==> config.mk <==
export PLATFORM = sky130hd
export DESIGN_NAME = shiftrows_pipe
export DESIGN_NICKNAME = d
export VERILOG_FILES = /design/src/rtl/aes_pkg.sv /design/src/rtl/rowshift_perm.sv /design/src/rtl/shiftrows_pipe.sv
export SDC_FILE = /design/constraint.sdc
export NUM_CORES = 1
export LEC_CHECK = 0
export CAP_MARGIN = 15
export CELL_PAD_IN_SITES_DETAIL_PLACEMENT = 1
export CELL_PAD_IN_SITES_GLOBAL_PLACEMENT = 1
export CORE_MARGIN = 5
export CORE_UTILIZATION = 34
export DETAILED_ROUTE_END_ITERATION = 7
export PLACE_DENSITY_LB_ADDON = 0.2
export RECOVER_POWER = 100
export SLEW_MARGIN = 25
export SYNTH_ARGS = -nofsm -noshare
export SYNTH_HDL_FRONTEND = slang
export SYNTH_SLANG_ARGS = --single-unit
==> constraint.sdc <==
create_clock -name clk -period 1.2 [get_ports clk]
set_input_delay 0.24 -clock clk [delete_from_list [all_inputs] [get_ports clk]]
set_output_delay 0.24 -clock clk [all_outputs]
set_load 0.01 [all_outputs]
==> src/rtl/aes_pkg.sv <==
// Shared Rijndael state helpers: row offsets, byte placement and NB legality.
package aes_pkg;

    // Row offset for ShiftRows; the 256-bit block widens rows 2 and 3.
    function automatic int shift_amt(input int nb, input int r);
        if (nb == 8) return (r < 2) ? r : r + 1;
        return r;
    endfunction

    // MSB position of state byte k (k = row + 4*col), byte 0 in the top bits.
    function automatic int byte_msb(input int nb, input int k);
        return 32 * nb - 1 - 8 * k;
    endfunction

    // Rijndael block sizes supported by this datapath.
    function automatic bit nb_legal(input int nb);
        return (nb == 4) || (nb == 6) || (nb == 8);
    endfunction

endpackage

==> src/rtl/rowshift_perm.sv <==
// Combinational forward / inverse ShiftRows byte permutation for an NB-column state.
module rowshift_perm
    import aes_pkg::*;
#(
    parameter int NB = 4
) (
    input  logic            inv,
    input  logic [32*NB-1:0] din,
    output logic [32*NB-1:0] dout
);

    // Pure wiring: each output byte picks one of two source bytes in its own row.
    for (genvar r = 0; r < 4; r++) begin : g_row
        for (genvar c = 0; c < NB; c++) begin : g_col
            localparam int S     = shift_amt(NB, r);
            localparam int DST   = byte_msb(NB, r + 4 * c);
            localparam int SRC_F = byte_msb(NB, r + 4 * ((c + S) % NB));
            localparam int SRC_I = byte_msb(NB, r + 4 * ((c + NB - S) % NB));
            assign dout[DST -: 8] = inv ? din[SRC_I -: 8] : din[SRC_F -: 8];
        end
    end

endmodule

==> src/rtl/shiftrows_pipe.sv <==
// ShiftRows / InvShiftRows with a DEPTH-stage elastic pipeline and a tag sideband.
// Optional: define SHIFTROWS_PIPE_STATS_EN to add the saturating blk_count output.
module shiftrows_pipe
    import aes_pkg::*;
#(
    parameter int NB    = 4,
    parameter int DEPTH = 2,
    parameter int TAG_W = 4
) (
    input  logic             clk,
    input  logic             rst_n,
    input  logic             in_valid,
    output logic             in_ready,
    input  logic             in_inv,
    input  logic [TAG_W-1:0] in_tag,
    input  logic [32*NB-1:0] data_in,
    output logic             out_valid,
    input  logic             out_ready,
    output logic [TAG_W-1:0] out_tag,
    output logic [32*NB-1:0] data_out
`ifdef SHIFTROWS_PIPE_STATS_EN
    ,
    output logic [31:0]      blk_count
`endif
);

    localparam int W = 32 * NB;

    if (!nb_legal(NB)) begin : g_bad_nb
        $error("shiftrows_pipe: NB must be 4, 6 or 8");
    end
    if (DEPTH < 1 || DEPTH > 4) begin : g_bad_depth
        $error("shiftrows_pipe: DEPTH must be 1..4");
    end

    logic [W-1:0] perm;

    rowshift_perm #(.NB(NB)) u_perm (
        .inv  (in_inv),
        .din  (data_in),
        .dout (perm)
    );

    logic [DEPTH-1:0]            vld_q, vld_d, adv;
    logic [DEPTH-1:0][W-1:0]     data_q, data_d;
    logic [DEPTH-1:0][TAG_W-1:0] tag_q, tag_d;

    // Advance decisions ripple back from the output so a full pipe can move in lockstep.
    always_comb begin
        adv = '0;
        adv[DEPTH-1] = vld_q[DEPTH-1] && out_ready;
        for (int i = DEPTH - 2; i >= 0; i--) begin
            adv[i] = vld_q[i] && (!vld_q[i+1] || adv[i+1]);
        end
    end

    // Depends only on stage state and out_ready, never on in_valid.
    assign in_ready = !vld_q[0] || adv[0];

    // Next state: a stage loads from its upstream neighbour, empties when it advances, else holds.
    always_comb begin
        vld_d  = vld_q;
        data_d = data_q;
        tag_d  = tag_q;
        if (in_valid && in_ready) begin
            vld_d[0]  = 1'b1;
            data_d[0] = perm;
            tag_d[0]  = in_tag;
        end else if (adv[0]) begin
            vld_d[0] = 1'b0;
        end
        for (int i = 1; i < DEPTH; i++) begin
            if (adv[i-1]) begin
                vld_d[i]  = 1'b1;
                data_d[i] = data_q[i-1];
                tag_d[i]  = tag_q[i-1];
            end else if (adv[i]) begin
                vld_d[i] = 1'b0;
            end
        end
    end

    // Stage registers; reset clears everything so outputs read as zero.
    always_ff @(posedge clk) begin
        if (!rst_n) begin
            vld_q  <= '0;
            data_q <= '0;
            tag_q  <= '0;
        end else begin
            vld_q  <= vld_d;
            data_q <= data_d;
            tag_q  <= tag_d;
        end
    end

    assign out_valid = vld_q[DEPTH-1];
    assign data_out  = data_q[DEPTH-1];
    assign out_tag   = tag_q[DEPTH-1];

`ifdef SHIFTROWS_PIPE_STATS_EN
    logic [31:0] cnt_q, cnt_d;

    // Count output handshakes, sticking at all-ones.
    always_comb begin
        cnt_d = cnt_q;
        if (out_valid && out_ready && cnt_q != 32'hFFFF_FFFF) cnt_d = cnt_q + 32'd1;
    end

    // Counter register.
    always_ff @(posedge clk) begin
        if (!rst_n) cnt_q <= '0;
        else        cnt_q <= cnt_d;
    end

    assign blk_count = cnt_q;
`endif

endmodule

==> flow_summary.json <==
{
  "status": "finished, violations left",
  "violations": "negative setup slack",
  "worstSetupEndpointType": "register",
  "total_power_uw": 23000,
  "cp.required_ns": 1.59,
  "worst_setup_path_start_kind": "register",
  "ir_worst_vdd_v": 0.000808,
  "grt_usage_pct": 20.4,
  "slew_headroom_pct": 69.8,
  "grt_pass1_vias": 10400,
  "rows": 67,
  "gp_congestion": 0.779,
  "worstReg2RegStart": "vld_q[0]$_SDFFE_PN0P_",
  "maxCapViolations": 0,
  "portBuffers": 270,
  "drc": 0,
  "die_y_um": 195,
  "start_util_pct": 34.5,
  "drt_wl_total_mm": 49.7,
  "crit_type": "register to register",
  "holdPathStages": 3,
  "grt_max_degree": 63,
  "path_clk_slew_ns": 0.06,
  "min_from": "rst_n",
  "area_growth_pct": 62.3,
  "drive_above_1_share_pct": 47.8,
  "synth.avg_cell_area_um2": 8.73,
  "r2r_end": "data_q[33]$_SDFFE_PN0P_",
  "cp_max_fo": 9,
  "wl_per_cell_um": 24.1,
  "maxSlewViolCount": 0,
  "vias": 10900,
  "hold_slack_ns": 0.163,
  "firstDrtPassIters": 5,
  "h-tree-depth": 2,
  "fin_crit_sh_pct": 138,
  "yosysTopAreaCell": "dfxtp_1",
  "io_pins": 271,
  "synth_cells": 1329,
  "whs_endpoint": "data_out[53]$_SDFFE_PN0P_",
  "synth_top_area_share_pct": 45.9,
  "final_cells": 2066,
  "fmax_ghz": 0.606,
  "antenna_found_initial": 5,
  "dieArea_mm2": 0.0379,
  "power.density_mw_per_mm2": 1220,
  "synth-seq-area-share_pct": 45.9,
  "die_width_um": 195,
  "vias_per_cell": 5.28,
  "ff2ff_setup_slack_ns": -0.45,
  "power_leakage_uw": 0.00735,
  "syn_nets": 1466,
  "cts_tree": "done",
  "fin_crit_ns": 1.65,
  "grt_pass1_wl_mm": 62.3,
  "ys_ff_latch": 266,
  "root_buffer": "clkbuf_16",
  "clk_latency_ns": 0.51,
  "antenna_left": 0,
  "dp_slack_ns": -0.720,
  "drtIter0Drc": 436,
  "clock-sinks": 266,
  "hold_violations": 0,
  "dp.cells": 1872,
  "fillers": 3517,
  "rsz0062_at_grt": "yes",
  "cts_inserted_buffers": 34,
  "r2r_cells": 6,
  "layout.nets": 1734,
  "overflow": 0,
  "hold_path_class": "primary input to register",
  "worst_slack_ns": -0.451,
  "critPathArrivalTime_ns": 2.04,
  "synth_area_leaders": "dfxtp_1 (46%), mux2i_1 (11%), buf_4 (8.9%), a21oi_1 (8.5%), nand3_1 (5.7%)",
  "hpwlAfterDp_mm": 28.8,
  "fin_tns_setup_ns": -51.07,
  "synth_area_mm2": 0.0116,
  "fin_skew_ns": 0.0175,
  "clockBufferDepth": 3,
  "setup_viol": 304,
  "core_area_mm2": 0.0336,
  "critPathLaunch": "vld_q[0]$_SDFFE_PN0P_",
  "worst_pin_slew_ns": 0.440,
  "yosysUniqueCellTypes": 18,
  "ys_warn_count": 0
}
[cells in the mapped netlist]
library cell,instances
buf_4,138
buf_1,6
buf_6,9
inv_1,1
nor2b_2,1
mux2i_1,132
dfxtp_1,266
nand2b_1,1
buf_2,26
nand3_1,132
a21oi_4,1
o21ai_0,132
nand2_1,136
inv_2,2
nand3b_1,1
a21oi_1,198
a211oi_1,64
clkbuf_1,83
[sequential cells by signal, summed over array words and instances, names as in the netlist]
| signal | cells |
|---|---|
| data_out | 128 |
| data_q | 128 |
| out_tag | 4 |
| tag_q | 4 |
| vld_q | 2 |
[worst max-delay path, stage by stage (launching register included)]
cell and delay (ns):
dfxtp_4 0.37, nand3b_1 0.17, buf_4 0.19, buf_12 0.16, clkbuf_16 0.18, a21oi_1 0.10, a211oi_1 0.34
[stage by stage]
stage	area (µm²)	utilization [%]
CTS	15800	46.9
global placement	14400	43.0
global route	18800	56.0
detailed placement	14400	43.0
finish	18800	56.0
floorplan	11700	-
[kinds of logic after synthesis]
group	synth area share (%)
flip-flops	45.9
AND/OR/NAND/NOR	10.3
multiplexers	11.4
buffers and inverters	13.9
AO/OA/AOI/OAI	18.5
[timing repair]
item | CTS | global route
hold buffers | 0 | 0
buffers inserted | 4 | 103
gates resized for setup | 703 | 500
pin swaps | 1 | 145
gates cloned | 0 | 32
endpoints found under the setup margin | 396 | 393
[routing by layer]
layer  up-vias  global-route usage (%)  wire length (µm)
met5         -                       0                54
met2       299                    33.6             24200
li1       5073                       -                 -
met4        10                    5.08              1200
met3        80                    6.35              3150
met1      5445                    26.2             21100
[placed cells by master, fill, tap and decap left out, types with 10 or more instances in the layout]
cell type | Yosys | layout
mux2i_1 | 132 | 131
o21ai_4 | 0 | 22
clkbuf_16 | 0 | 60
dfxtp_2 | 0 | 113
a21oi_1 | 198 | 129
a211oi_1 | 64 | 38
clkbuf_1 | 83 | 13
dfxtp_4 | 0 | 21
nand2_1 | 136 | 136
dfxtp_1 | 266 | 132
a21oi_4 | 1 | 10
nand3_1 | 132 | 123
buf_4 | 138 | 127
a211oi_2 | 0 | 26
a21oi_2 | 0 | 60
buf_12 | 0 | 53
buf_6 | 9 | 143
clkdlybuf4s50_1 | 0 | 133
o21ai_2 | 0 | 103
[how the worst max path moves through the flow]
stage,end,slack (ns),depth (start not counted)
finish,data_q[33]$_SDFFE_PN0P_,-0.45,6
CTS,in_ready,-0.31,2
global placement,data_q[99]$_SDFFE_PN0P_,-0.63,6
detailed placement,data_q[97]$_SDFFE_PN0P_,-0.72,6
floorplan,data_q[10]$_SDFFE_PN0P_,-0.10,6
global route,data_q[33]$_SDFFE_PN0P_,-0.44,6
[layout make-up]
class	instances	area, µm²	share of cell area, %
inverters	3	23.8	0.126
clock inverters	4	48.8	0.259
well taps	448	561	2.98
multi-input cells	798	5840	31.0
diodes	1	2.50	0.0133
clock buffers	52	980	5.20
flip-flops and latches	266	5550	29.4
repair buffers	494	5830	31.0
[power breakdown]
part / switching [µW] / internal [µW]
Sequential: 350 / 9280
Clock: 3880 / 5810
Combinational: 1820 / 1880
(Power assumes the default switching activity.)
